$ cat config.mk
export PLATFORM = sky130hd
export DESIGN_NAME = neuron_layer
export DESIGN_NICKNAME = d
export VERILOG_FILES = /design/src/rtl/neuron_layer.sv
export SDC_FILE = /design/constraint.sdc
export NUM_CORES = 2
export LEC_CHECK = 0
export CORE_UTILIZATION = 33
export CTS_CLUSTER_DIAMETER = 120
export CTS_CLUSTER_SIZE = 25
export DETAILED_ROUTE_END_ITERATION = 8
export HOLD_SLACK_MARGIN = 0.1
export MAX_ROUTING_LAYER = met4
export SLEW_MARGIN = 10
export SYNTH_ARGS = -nofsm -noshare
export SYNTH_HDL_FRONTEND = slang
export SYNTH_SLANG_ARGS = --single-unit
$ cat constraint.sdc
create_clock -name clk -period 8.3 [get_ports clk]
set_clock_uncertainty 0.1 [all_clocks]
set_input_delay 2.49 -clock clk [delete_from_list [all_inputs] [get_ports clk]]
set_output_delay 2.49 -clock clk [all_outputs]
set_load 0.03 [all_outputs]
$ cat src/rtl/neuron_layer.sv
`default_nettype none
// ============================================================================
// Module   : neuron_layer
// Brief    : NUM_NEURONS fixed-point dot products over a shared input vector,
//            one time-multiplexed signed MAC, ReLU + saturation per neuron.
// Revision : 1.0 - initial release
// ============================================================================
module neuron_layer #(
    parameter int DATA_WIDTH  = 16,
    parameter int VEC_LEN     = 8,
    parameter int NUM_NEURONS = 4,
    parameter int FRAC_BITS   = 8,
    localparam int ADDR_W     = $clog2(NUM_NEURONS * VEC_LEN),
    localparam int IDX_W      = (NUM_NEURONS > 1) ? $clog2(NUM_NEURONS) : 1
) (
    input  logic                  clk,
    input  logic                  rst,
    input  logic                  start_i,
    input  logic                  relu_en_i,
    input  logic                  wr_en_i,
    input  logic                  wr_sel_i,
    input  logic [ADDR_W-1:0]     wr_addr_i,
    input  logic [DATA_WIDTH-1:0] wr_data_i,
    output logic [DATA_WIDTH-1:0] out_o,
    output logic [IDX_W-1:0]      out_idx_o,
    output logic                  out_valid_o,
    output logic                  ready_o,
    output logic                  done_o
);

    localparam int K_W   = $clog2(VEC_LEN);
    localparam int ACC_W = 2 * DATA_WIDTH + $clog2(VEC_LEN);

    localparam logic signed [ACC_W-1:0] SAT_MAX =
        {{(ACC_W-DATA_WIDTH+1){1'b0}}, {(DATA_WIDTH-1){1'b1}}};
    localparam logic signed [ACC_W-1:0] SAT_MIN =
        {{(ACC_W-DATA_WIDTH+1){1'b1}}, {(DATA_WIDTH-1){1'b0}}};

    typedef enum logic [1:0] {
        S_IDLE = 2'd0,
        S_MAC  = 2'd1,
        S_EMIT = 2'd2
    } state_e;

    state_e                       state_q, state_d;
    logic [IDX_W-1:0]             n_q, n_d;
    logic [K_W-1:0]               k_q, k_d;
    logic signed [ACC_W-1:0]      acc_q, acc_d;
    logic                         relu_q, relu_d;
    logic [DATA_WIDTH-1:0]        out_q, out_d;
    logic [IDX_W-1:0]             idx_q, idx_d;
    logic                         valid_q, valid_d;
    logic                         done_q, done_d;

    logic signed [DATA_WIDTH-1:0] in_mem [VEC_LEN];
    logic signed [DATA_WIDTH-1:0] w_mem  [NUM_NEURONS*VEC_LEN];

    logic                         w_ready;
    logic [ADDR_W-1:0]            w_widx;
    logic signed [2*DATA_WIDTH-1:0] w_prod;
    logic signed [ACC_W-1:0]      w_shift;
    logic [DATA_WIDTH-1:0]        w_sat;
    logic [DATA_WIDTH-1:0]        w_result;

    // The cycle carrying done still reads as busy, so ready rises one cycle
    // after the last result strobe.
    assign w_ready = (state_q == S_IDLE) && !done_q;

    always_ff @(posedge clk) begin
        if (!rst && wr_en_i && w_ready) begin
            if (wr_sel_i) begin
                if (int'(wr_addr_i) < NUM_NEURONS * VEC_LEN) begin
                    w_mem[wr_addr_i] <= wr_data_i;
                end
            end else if (int'(wr_addr_i) < VEC_LEN) begin
                in_mem[wr_addr_i[K_W-1:0]] <= wr_data_i;
            end
        end
    end

    assign w_widx  = ADDR_W'(int'(n_q) * VEC_LEN + int'(k_q));
    assign w_prod  = in_mem[k_q] * w_mem[w_widx];
    assign w_shift = acc_q >>> FRAC_BITS;

    always_comb begin
        w_sat = w_shift[DATA_WIDTH-1:0];
        if (w_shift > SAT_MAX) begin
            w_sat = {1'b0, {(DATA_WIDTH-1){1'b1}}};
        end else if (w_shift < SAT_MIN) begin
            w_sat = {1'b1, {(DATA_WIDTH-1){1'b0}}};
        end
        w_result = (relu_q && w_sat[DATA_WIDTH-1]) ? '0 : w_sat;
    end

    always_ff @(posedge clk) begin
        if (rst) begin
            state_q <= S_IDLE;
            n_q     <= '0;
            k_q     <= '0;
            acc_q   <= '0;
            relu_q  <= 1'b0;
            out_q   <= '0;
            idx_q   <= '0;
            valid_q <= 1'b0;
            done_q  <= 1'b0;
        end else begin
            state_q <= state_d;
            n_q     <= n_d;
            k_q     <= k_d;
            acc_q   <= acc_d;
            relu_q  <= relu_d;
            out_q   <= out_d;
            idx_q   <= idx_d;
            valid_q <= valid_d;
            done_q  <= done_d;
        end
    end

    always_comb begin
        state_d = state_q;
        n_d     = n_q;
        k_d     = k_q;
        acc_d   = acc_q;
        relu_d  = relu_q;
        out_d   = out_q;
        idx_d   = idx_q;
        valid_d = 1'b0;
        done_d  = 1'b0;
        unique case (state_q)
            S_IDLE: begin
                if (start_i && w_ready) begin
                    state_d = S_MAC;
                    n_d     = '0;
                    k_d     = '0;
                    acc_d   = '0;
                    relu_d  = relu_en_i;
                end
            end
            S_MAC: begin
                acc_d = acc_q + ACC_W'(w_prod);
                if (k_q == K_W'(VEC_LEN - 1)) begin
                    state_d = S_EMIT;
                end else begin
                    k_d = k_q + 1'b1;
                end
            end
            S_EMIT: begin
                out_d   = w_result;
                idx_d   = n_q;
                valid_d = 1'b1;
                if (n_q == IDX_W'(NUM_NEURONS - 1)) begin
                    done_d  = 1'b1;
                    state_d = S_IDLE;
                end else begin
                    n_d     = n_q + 1'b1;
                    k_d     = '0;
                    acc_d   = '0;
                    state_d = S_MAC;
                end
            end
            default: state_d = S_IDLE;
        endcase
    end

    assign out_o       = out_q;
    assign out_idx_o   = idx_q;
    assign out_valid_o = valid_q;
    assign done_o      = done_q;
    assign ready_o     = w_ready;

endmodule
`default_nettype wire

==> results.yml <==
outcome:
  run_status: "finished, final reports clean"
sta:
  fin_ws_ps: 294.2
  worst_pin_slew_ps: 1227
  max-slew-margin-rel_pct: 18.11
  holdWs_ps: 356.1
  slew_viol_final: 0
  period_minus_slack_ps: 8006
  fmax_ghz: 0.1249
  finalHoldViolations: 0
  setup_viol: 0
  fin_crit_sh_pct: 96.46
  tns_ps: 0
layout:
  area_growth_syn_to_layout_pct: 11.76
  finalNonFillerCells: 4163
  drive_gt1_share_pct: 17.58
  fin_util_pct: 37.23
  final_nets: 3067
detailed_routing:
  wire_per_inst_um: 21.72
  drt_iter0_markers: 1698
  via_per_inst: 4.957
  num_vias: 20640
  drc: 0
  ant_nets: 0
  wirelength_um: 90420
  drtPass1Iterations: 6
placed_design:
  numPortBuffers: 47
  dp_hpwl_um: 62300
  gp_congestion: 0.8495
  place_ws_ps: 171.0
  place_inst: 4088
clocking:
  numCtsBuffers: 36
  cts_buffer_depth: 3
  cts_tree: "yes"
  root_buffer: "clkbuf_16"
  cts_num_sinks: 706
  htree_levels: 2
  clk_latency_ps: 630
  cts_hold_repair.buffers: 0
  clk_pin_slew_ps: 100
floorplan:
  num_io_pins: 48
  die_y_um: 341.7
  die_area_um2: 116800
  num_rows: 124
  dieWidth_um: 341.7
  core_um2: 114300
  start_util_pct: 33.31
critical_path:
  rr_worst_depth: 28
  cp_max_fo: 17
  critPathLaunchType: "flip-flop"
  endpoint_kind: "flip-flop"
  cp_slowest_cell: "mux4_2"
  reg2reg_from: "k_q[0]$_SDFFE_PP0P_"
  cp.arrival_ps: 8400
  rrSetupSlack_ps: 290
  timing.critical_path.mode_cell: "fa_1"
  crit_type: "reg -> reg"
  critical_path.max_stage_delay_ps: 570
  critical_path_required_ps: 8700
  r2r_end: "acc_q[29]$_SDFFE_PP0P_"
logic_synthesis:
  synth_ff_type: "edfxtp_1"
  yosysWarnings: 0
  synth_edf_count: 640
  ys_types: 56
  synth-async-reset-ratio_pct: 0
  syn_area_per_cell_um2: 15.27
  ys_seq_area_share_pct: 53.93
  syn_inst: 2495
  syn_area_um2: 38090
  synth-seq-cells: 706
  synthesis.nets: 2939
grt:
  grt_pass1_vias: 21680
  antenna_found_initial: 1
  track_usage_pct: 16.29
  grt_max_degree: 44
  grt_pass1_wl_um: 137800
  grt-ovfl-total: 0
pwr:
  power.density_nw_per_um2: 371.4
  p_seq_share_pct: 25.2
  combPwrFrac_pct: 61.8
  leakage_nw: 15.47
  swShare_pct: 43.04
  vdd_drop_max_mv: 0.6152
  power_frac_clock_pct: 13.0
  internal_power_mw: 9.004
  switching_power_mw: 6.805
hold_path:
  hold_path_class: "reg -> reg"
  worstHoldEndpoint: "out_o[12]$_SDFFE_PP0P_"
  hp-start: "out_o[12]$_SDFFE_PP0P_"
  worstHoldPathCells: 2
run:
  maxCapViolations: 0
[metal layers]
layer | vias up | GRT usage [%] | share of wire [%] | wire length, um
met4 | 0 | 2.345 | 1.3 | 1190
met1 | 11030 | 21.91 | 44 | 39770
met3 | 80 | 2.194 | 5.4 | 4844
li1 | 9003 | - | - | -
met5 | - | - | 0 | 0
met2 | 529 | 26.87 | 49 | 44620
[power groups by stage]
stage               clock, mW  sequential (mW)  combinational, mW
floorplan                   0             4.04               7.43
global placement            0             4.07               9.56
detailed placement          0             4.06               9.53
CTS                      2.11             3.98               9.61
global route             2.21             3.99               11.1
finish                   2.06             3.98               9.77
[cells by family after synthesis]
| kind of cell | count (synthesis) | synth area share, % |
|---|---|---|
| buffers and inverters | 455 | 4.704 |
| adders and majority gates | 417 | 19.81 |
| DFF | 706 | 53.93 |
| and+or+nand+nor | 479 | 5.365 |
| xor gates and xnor gates | 34 | 0.7819 |
| muxes | 241 | 12.69 |
| AOI/OAI and AO/OA | 163 | 2.717 |
[through the flow]
stage                     total power, mW  area, um^2
after floorplan                     11.47       38090
after global placement              13.63       41280
after detailed placement            13.59       41280
after CTS                           15.70       42410
after global routing                17.32       42560
final                               15.81       42570
[registers in the layout (all words and copies together), names as in the netlist, 2 cells and up, named ones only]
| register | cells |
|---|---|
| w_mem | 512 |
| in_mem | 128 |
| acc_q | 35 |
| out_o | 16 |
| k_q | 3 |
| n_q | 2 |
| out_idx_o | 2 |
| state_q | 2 |
[critical path, delay by kind of cell, from the launching register on]
family	cells	cell delay (ps)
xor gates and xnor gates	1	160
muxes	3	1350
buffers and inverters	8	880
and+or+nand+nor	4	810
adders and majority gates	7	3220
DFF	1	440
AOI/OAI and AO/OA	5	880
[Yosys cell counts, types with 23 or more instances]
cell | number | area, um^2
edfxtp_1 | 640 | 19220
inv_1 | 362 | 1359
fa_1 | 310 | 6206
nor2_1 | 245 | 919.6
mux4_2 | 187 | 4212
nand2_1 | 129 | 484.2
ha_1 | 107 | 1339
dfxtp_1 | 66 | 1321
a21oi_1 | 48 | 240.2
clkbuf_1 | 43 | 161.4
o21ai_0 | 37 | 185.2
mux2i_1 | 27 | 270.3
buf_2 | 25 | 125.1
nand2b_1 | 23 | 143.9
[layout by cell type (no fill, tap or decap), types with 15 or more instances in the layout]
master / count
nor2_1: 208
ha_1: 107
mux2_2: 15
inv_1: 362
buf_4: 119
nand2_1: 129
clkdlybuf4s50_1: 46
clkbuf_16: 37
mux2i_1: 27
nand2b_1: 23
xnor2_1: 22
a22oi_1: 20
a21oi_1: 47
a21o_1: 16
o21ai_0: 36
edfxtp_1: 640
fa_1: 310
nor2_2: 37
mux4_2: 187
buf_12: 16
clkbuf_1: 18
dfxtp_1: 61
[how the worst max path moves through the flow]
stage / from / to / slack (ps) / cells past startpoint
after floorplan: k_q[1]$_SDFFE_PP0P_ / acc_q[29]$_SDFFE_PP0P_ / 410 / 26
after global placement: k_q[0]$_SDFFE_PP0P_ / acc_q[29]$_SDFFE_PP0P_ / 260 / 24
after detailed placement: k_q[0]$_SDFFE_PP0P_ / acc_q[33]$_SDFFE_PP0P_ / 170 / 27
after CTS: k_q[0]$_SDFFE_PP0P_ / acc_q[33]$_SDFFE_PP0P_ / 110 / 27
after global routing: k_q[0]$_SDFFE_PP0P_ / acc_q[34]$_SDFFE_PP0P_ / -4 / 29
final: k_q[0]$_SDFFE_PP0P_ / acc_q[29]$_SDFFE_PP0P_ / 290 / 28
[what timing repair did]
action	4_1_cts	5_1_grt
buffers inserted	0	9
resized for setup	0	16
setup endpoints to repair	0	8
[cell type report]
class                           count  area (um^2)
Fill cell                       10680        71780
Sequential cell                   706        20550
Multi-Input combinational cell   1334        15930
Tap cell                         1512         1892
Timing Repair Buffer              183         1707
Inverter                          362         1359
Clock buffer                       55        993.5
Clock inverter                     10        135.1
Antenna cell                        1        2.502
(Power assumes the default switching activity.)
